$ cat src/rtl/xrv_pipe_ctrl.sv
// xrv_pipe_ctrl: pipeline stall/flush controller.
//   - Jump arbitration: any jump request redirects fetch and flushes the pipe;
//     the lowest-index requester supplies the target.
//   - Per-channel multicycle tracking: a two-state FSM per channel (IDLE/BUSY)
//     held directly in mc_busy, so the FSM state is visible at the port.
//   - Stall and flush cycle counters, saturating, with synchronous clear.
// Optional feature: define XRV_PIPE_CTRL_TMO_EN to add a per-channel watchdog
// that aborts a BUSY channel after TMO_CYC cycles and pulses mc_tmo.
// Handshake: mc_start/mc_done are single-cycle pulses sampled on the rising
// edge; a start is accepted only from IDLE, a done only matters while the op
// is in flight (or in the issue cycle, which makes it a single-cycle op).
module xrv_pipe_ctrl #(
   parameter int NJMP    = 2,
   parameter int NMC     = 2,
   parameter int AW      = 32,
   parameter int CW      = 32,
   parameter int TMO_CYC = 255
) (
   input  logic               clk,
   input  logic               rstb,
   input  logic [NMC-1:0]     mc_start,
   input  logic [NMC-1:0]     mc_done,
   input  logic [NJMP-1:0]    jmp_req,
   input  logic [NJMP*AW-1:0] jmp_addr_in,
   input  logic               cnt_clr,
   output logic               stalling,
   output logic               flush,
   output logic               jmp,
   output logic [AW-1:0]      jmp_addr,
   output logic [NMC-1:0]     mc_busy,
   output logic [CW-1:0]      stall_cnt,
   output logic [CW-1:0]      flush_cnt,
   output logic [NMC-1:0]     mc_tmo
);

   localparam logic ST_IDLE = 1'b0;
   localparam logic ST_BUSY = 1'b1;

   logic [NMC-1:0] busy_nxt;
   logic [NMC-1:0] tmo_exp;

   // Any jump redirects fetch; the flush is the same event seen by the pipe.
   assign jmp   = |jmp_req;
   assign flush = jmp;

   // A channel stalls the pipe from its issue cycle until its done cycle.
   assign stalling = |((mc_start | mc_busy) & ~mc_done);

   // Priority select of the jump target: lowest index wins, zero when idle.
   always_comb begin
      jmp_addr = '0;
      for (int j = NJMP - 1; j >= 0; j--) begin
         if (jmp_req[j]) jmp_addr = jmp_addr_in[j*AW +: AW];
      end
   end

   // Next-state logic of the per-channel IDLE/BUSY FSMs.
   always_comb begin
      busy_nxt = mc_busy;
      for (int i = 0; i < NMC; i++) begin
         case (mc_busy[i])
            ST_IDLE: if (mc_start[i] & ~mc_done[i] & ~jmp) busy_nxt[i] = ST_BUSY;
            default: if (mc_done[i] | jmp | tmo_exp[i])    busy_nxt[i] = ST_IDLE;
         endcase
      end
   end

   // FSM state register; reset abandons any op in flight.
   always_ff @(posedge clk or negedge rstb) begin
      if (!rstb) mc_busy <= '0;
      else       mc_busy <= busy_nxt;
   end

   // Saturating performance counters; clear beats a same-cycle increment.
   always_ff @(posedge clk or negedge rstb) begin
      if (!rstb) begin
         stall_cnt <= '0;
         flush_cnt <= '0;
      end else if (cnt_clr) begin
         stall_cnt <= '0;
         flush_cnt <= '0;
      end else begin
         if (stalling && (stall_cnt != {CW{1'b1}})) stall_cnt <= stall_cnt + CW'(1);
         if (flush && (flush_cnt != {CW{1'b1}}))    flush_cnt <= flush_cnt + CW'(1);
      end
   end

`ifdef XRV_PIPE_CTRL_TMO_EN
   // Counter just wide enough to hold TMO_CYC.
   localparam int TW = (TMO_CYC < 1) ? 1 : $clog2(TMO_CYC + 1);

   logic [TW-1:0] tmo_cnt [NMC];

   // Expiry: still BUSY, limit reached and no completion arriving this cycle.
   always_comb begin
      for (int i = 0; i < NMC; i++) begin
         tmo_exp[i] = mc_busy[i] & ~mc_done[i] & (tmo_cnt[i] == TW'(TMO_CYC));
      end
   end

   // Watchdog counters and the one-cycle abort pulse (suppressed by a jump).
   always_ff @(posedge clk or negedge rstb) begin
      if (!rstb) begin
         for (int i = 0; i < NMC; i++) tmo_cnt[i] <= '0;
         mc_tmo <= '0;
      end else begin
         for (int i = 0; i < NMC; i++) begin
            if (!mc_busy[i] && busy_nxt[i])
               tmo_cnt[i] <= '0;
            else if (mc_busy[i] && !mc_done[i] && !tmo_exp[i])
               tmo_cnt[i] <= tmo_cnt[i] + TW'(1);
         end
         mc_tmo <= tmo_exp & ~{NMC{jmp}};
      end
   end
`else
   // No watchdog: BUSY lasts until done or jump.
   logic unused_tmo_cyc;
   assign unused_tmo_cyc = (TMO_CYC != 0);
   assign tmo_exp        = '0;
   assign mc_tmo         = '0;
`endif

endmodule

$ cat config.mk
export PLATFORM = sky130hd
export DESIGN_NAME = xrv_pipe_ctrl
export DESIGN_NICKNAME = d
export VERILOG_FILES = /design/src/rtl/xrv_pipe_ctrl.sv
export SDC_FILE = /design/constraint.sdc
export NUM_CORES = 1
export LEC_CHECK = 0
export CORE_MARGIN = 2
export CORE_UTILIZATION = 47
export CTS_CLUSTER_SIZE = 10
export DETAILED_ROUTE_END_ITERATION = 10
export PLACE_DENSITY = 0.87
export SLEW_MARGIN = 0
export SYNTH_ARGS = -nofsm -noshare
export SYNTH_HDL_FRONTEND = slang
export SYNTH_SLANG_ARGS = --single-unit
$ cat constraint.sdc
create_clock -name clk -period 6.3 [get_ports clk]
set_input_delay 0.63 -clock clk [delete_from_list [all_inputs] [get_ports clk]]
set_output_delay 0.63 -clock clk [all_outputs]
set_load 0.02 [all_outputs]
Yosys cells after proc, flatten, opt, wreduce, memory -nomap -nowiden. Index checks and enable logic that the tools add are counted.

Shift operators: 0. Add/subtract/negate cells: 2. Divide/modulo/power cells: 0. Bitwise logic cells: 12. Multiplexer cells: 12. Reductions and logical operators: 6. $lt $le $gt $ge: 0. Equal/unequal tests: 2. Multiply operators: 0.

Operators by type and width (number): 32-bit 2-to-1 mux (6); 32-bit by 1-bit adder with 32-bit output, second input constant (2); 32-bit inequality test, second input constant (2); 1-bit 2-to-1 mux (6); 1-bit AND (4); 2-bit nonzero test (2); 2-bit OR reduction (2); 1-bit NOT (3); 2-bit AND (1); 1-bit logical AND (2); 2-bit NOT (1); 1-bit OR (2); 2-bit OR (1).

Memories: 0. Word-level logic and storage cells: 37. Output and inout bits: 103. Input port bits: 73. Bits in writable memories: 0. ROM bits: 0. Bits in registers: 66. Latch bits: 0.

Longest topological paths before layout.
Depth after elaboration: 6. Depth in mapped cells: 8. Mapped depth without buffers: 6.

Worst setup path before layout. OpenSTA, ideal clock, no wires.

Path kind: input-to-reg. Start: input port mc_done[1]. End: register stall_cnt[25]. Buffers on the path: 1. Stages: 6. Required time: 6.222 ns. Slack: 4.016 ns. Data arrival time: 2.206 ns. Library setup time: 0.078 ns. Path through: o21ba_2 o2111ai_2 or3_4 buf_6 or4_1 a21oi_1.

Longest elaborated chain between the ends: 5.

Ends and longest elaborated chain: from (decl) (line 22) `input logic [NMC-1:0] mc_done,`; 2-bit NOT (line 47) `assign stalling = |((mc_start | mc_busy) & ~mc_done);`; 2-bit AND (line 47); 2-bit OR reduction (line 47); 1-bit logical AND (line 83) `if (stalling && (stall_cnt != {CW{1'b1}})) stall_cnt <= stall_cnt + CW'(1);`; 2-bit nonzero test (no line); to (signal assigned) (line 83); to (decl) (line 31) `output logic [CW-1:0] stall_cnt,`.

No other way between the ends. A chain may end at the register's enable or synchronous reset.

Final worst setup path.
Start: input port jmp_req[0]. End: output port jmp_addr[15].

Longest elaborated chain between the ends: 1.

Ends and longest elaborated chain: from (decl) (line 23) `input logic [NJMP-1:0] jmp_req,`; 32-bit 2-to-1 mux (line 53) `if (jmp_req[j]) jmp_addr = jmp_addr_in[j*AW +: AW];`; to (decl) (line 29) `output logic [AW-1:0] jmp_addr,`.

No other way between the ends.

==> run metrics <==
result of the run finished clean; first-pass detailed-route iteration total 5; post-CTS sizing 0; clock network latency to the later pin of the worst-skew pair approximately 0.34 ns; netlist area before placement 4170 um^2; Worst Setup End Kind output port; IO Port Bufs 173; antenna violations before repair 1; detailed-placement wirelength estimate between 9 and 10 mm; leading cell type in the layout, fill and taps excluded clkdlybuf4s50_1; vias in the first global route 4,405; Fin Setup TNS 0 ns; share of cells above drive strength 1 under 10%; f_max about 0.23 GHz; RSZ-0062 raised after global routing false; maximum number of pins on one net before global-route repair 81; number of buffers added by the clock tree synthesis step 9; maximum number of buffers from clock root to sink 2; top library cells by usage in the layout, fill and taps aside clkdlybuf4s50_1, dfrtp_1, a21oi_1; number of setup buffers added after CTS 0; final number of hold-violating endpoints 0; vias post-DR 4,535; average instance area after synthesis 8.90 um^2; number of register bits inferred by synthesis between 60 and 70; Worst IR Drop VDD roughly 0.00014 V; Routed WL per cell 18.4 um; endpoint arrival time on the critical path around 3.8 ns; CTS H-tree lvls 3; die area 9650 um^2; number of violations reported at the end of detailed-routing iteration 0 between 300 and 400; aggregate global routing overflow 0; P per Cell Area roughly 160 nW/um^2; Final min period approximately 4.4 ns; final-layout fill cell count about 670; number of warnings reported in the yosys synthesis log 0; kind of start point of the critical path primary input; Hold Slack roughly 0.47 ns; number of placement rows 34; Final Max Slew Viols 0; post-DR vias/cell between 6 and 7; initial cell density of the core approximately half; sequential cell area fraction in the yosys report between 30 and 40%; type of the worst setup path primary input to output port; weighted congestion at the end of routability-driven global placement about 0.8; CTS root buffer clkbuf_8; actual slew at the worst max-slew pin 1.19 ns; width of the die 98.2 um; Synth-to-Final Area Change 47.2%; unique cell type count in the Yosys netlist 51; Top-Level Pins between 150 and 200; final critical-path share of the clock period 69.5%; crit path max fanout 35; final net count roughly 700; Static Leakage around 2.3 nW; Total GRT Usage 28.4%; CTS tree done; quantity of hold-fixing buffers added after cts 0; Core Region approximately 8700 um^2; global-route wire length before repair 22.0 mm; number of failing setup endpoints in the final timing report 0; remaining max-slew budget at the tightest pin about a fifth; Antenna Violating Nets Remaining 0; number of remaining DRC errors 0; required time reported for the critical path endpoint 5.67 ns; number of instances in the synthesized netlist roughly 470; die height 98.2 um; min-delay worst type primary input to async pin; count of maximum capacitance violations 0; setup clock skew after layout approximately 0.0084 ns; Sinks on Clock Net 66; wire length reported by the detailed router between 10 and 15 mm; Reg clk slew, reported paths roughly 0.07 ns
-- layout make-up --
cell class              count  area [um^2]  area share, %
multi-input cells         367         2370           38.6
repair buffers            178         1760           28.6
flip-flops and latches     66         1650           26.9
clock buffers              12          135           2.20
well taps                 108          135           2.20
clock inverters             3         65.1           1.06
inverters                   6         22.5          0.367
diodes                      1         2.50         0.0407
-- kinds of logic after synthesis --
| kind of cell | after synthesis | share of synthesized area [%] |
|---|---|---|
| AO/OA/AOI/OAI | 129 | 20.9 |
| buffers and inverters | 37 | 3.90 |
| flip-flops | 66 | 39.6 |
| other | 1 | 0.0898 |
| AND/OR/NAND/NOR | 213 | 29.8 |
| XOR/XNOR | 8 | 1.68 |
| adder cells (fa/ha/maj) | 2 | 0.599 |
| multiplexers | 13 | 3.48 |
-- cells in the mapped netlist, drive strengths merged --
cell type | instances | area (um^2)
dfrtp | 66 | 1650
a21oi | 40 | 200
nor2 | 35 | 131
a22o | 31 | 272
nand2 | 31 | 116
nand3 | 28 | 150
or4 | 23 | 178
clkbuf | 22 | 82.6
o21ai | 22 | 110
or3 | 22 | 150
nand4 | 21 | 131
o31ai | 19 | 143
nor2b | 14 | 87.6
mux2 | 12 | 135
nor4 | 10 | 92.6
buf | 9 | 57.6
xnor2 | 8 | 70.1
and4 | 7 | 62.6
and3 | 6 | 37.5
inv | 6 | 22.5
nor3 | 6 | 30.0
nand2b | 4 | 25.0
o21ba | 4 | 40.0
a2111oi | 2 | 17.5
a31o | 2 | 17.5
a31oi | 2 | 12.5
ha | 2 | 25.0
nor4b | 2 | 17.5
o21bai | 2 | 15.0
a211oi | 1 | 7.51
a311oi | 1 | 8.76
conb | 1 | 3.75
mux2i | 1 | 10.0
nand4b | 1 | 8.76
nor3b | 1 | 7.51
o2111ai | 1 | 15.0
o211ai | 1 | 7.51
o21a | 1 | 7.51
or2 | 1 | 6.26
or4b | 1 | 10.0
-- state kept, by name (all words and copies together) (netlist names) --
| signal | cells |
|---|---|
| stall_cnt | 32 |
| flush_cnt | 32 |
| mc_busy | 2 |
-- final timing paths --
| kind | start | end | slack [ns] | cells past startpoint |
|---|---|---|---|---|
| setup / recovery | jmp_req[0] | jmp_addr[15] | 1.92 | 4 |
| hold / removal | rstb | mc_busy[0]$_DFF_PN0_ | 0.47 | 2 |
| setup reg to reg | stall_cnt[1]$_DFFE_PN0P_ | stall_cnt[20]$_DFFE_PN0P_ | 3.57 | 6 |
| hold reg to reg | mc_busy[0]$_DFF_PN0_ | mc_busy[0]$_DFF_PN0_ | 0.56 | 2 |
| max in group asynchronous | rstb | stall_cnt[27]$_DFFE_PN0P_ | 5.29 | 2 |
| min in group clk | mc_busy[0]$_DFF_PN0_ | mc_busy[0]$_DFF_PN0_ | 0.56 | 2 |
-- metal layers --
| layer | track usage [%] | up-vias | part of all wire [%] |
|---|---|---|---|
| met5 | 0 | - | 0 |
| met4 | 11.9 | 0 | 3.3 |
| met3 | 6.44 | 32 | 7.6 |
| met2 | 48.6 | 205 | 51 |
| met1 | 34.6 | 2183 | 38 |
| li1 | - | 2115 | - |
-- report_power, final --
group          total, mW  switching (mW)  internal (mW)
Combinational      0.171          0.0803         0.0909
Clock              0.384           0.164          0.221
Sequential         0.432         0.00545          0.426
Total              0.988           0.249          0.738
-- critical path: stages --
cell and delay, ns:
clkdlybuf4s50_1 1.03, nor2b_2 1.18, a22o_1 0.26, clkdlybuf4s50_1 0.63
-- metrics by stage --
step,total power [mW],setup WS (ns),area [um^2],instances,util (%)
2_1_floorplan,0.509,4.02,4180,470,-
3_3_place_gp,0.609,2.13,5940,725,68.4
3_5_place_dp,0.611,1.93,5940,725,68.4
4_1_cts,0.988,1.94,6140,740,70.7
5_1_grt,1.02,1.67,6140,741,70.8
6_report,0.988,1.92,6140,741,70.8
(Power assumes the default switching activity.)
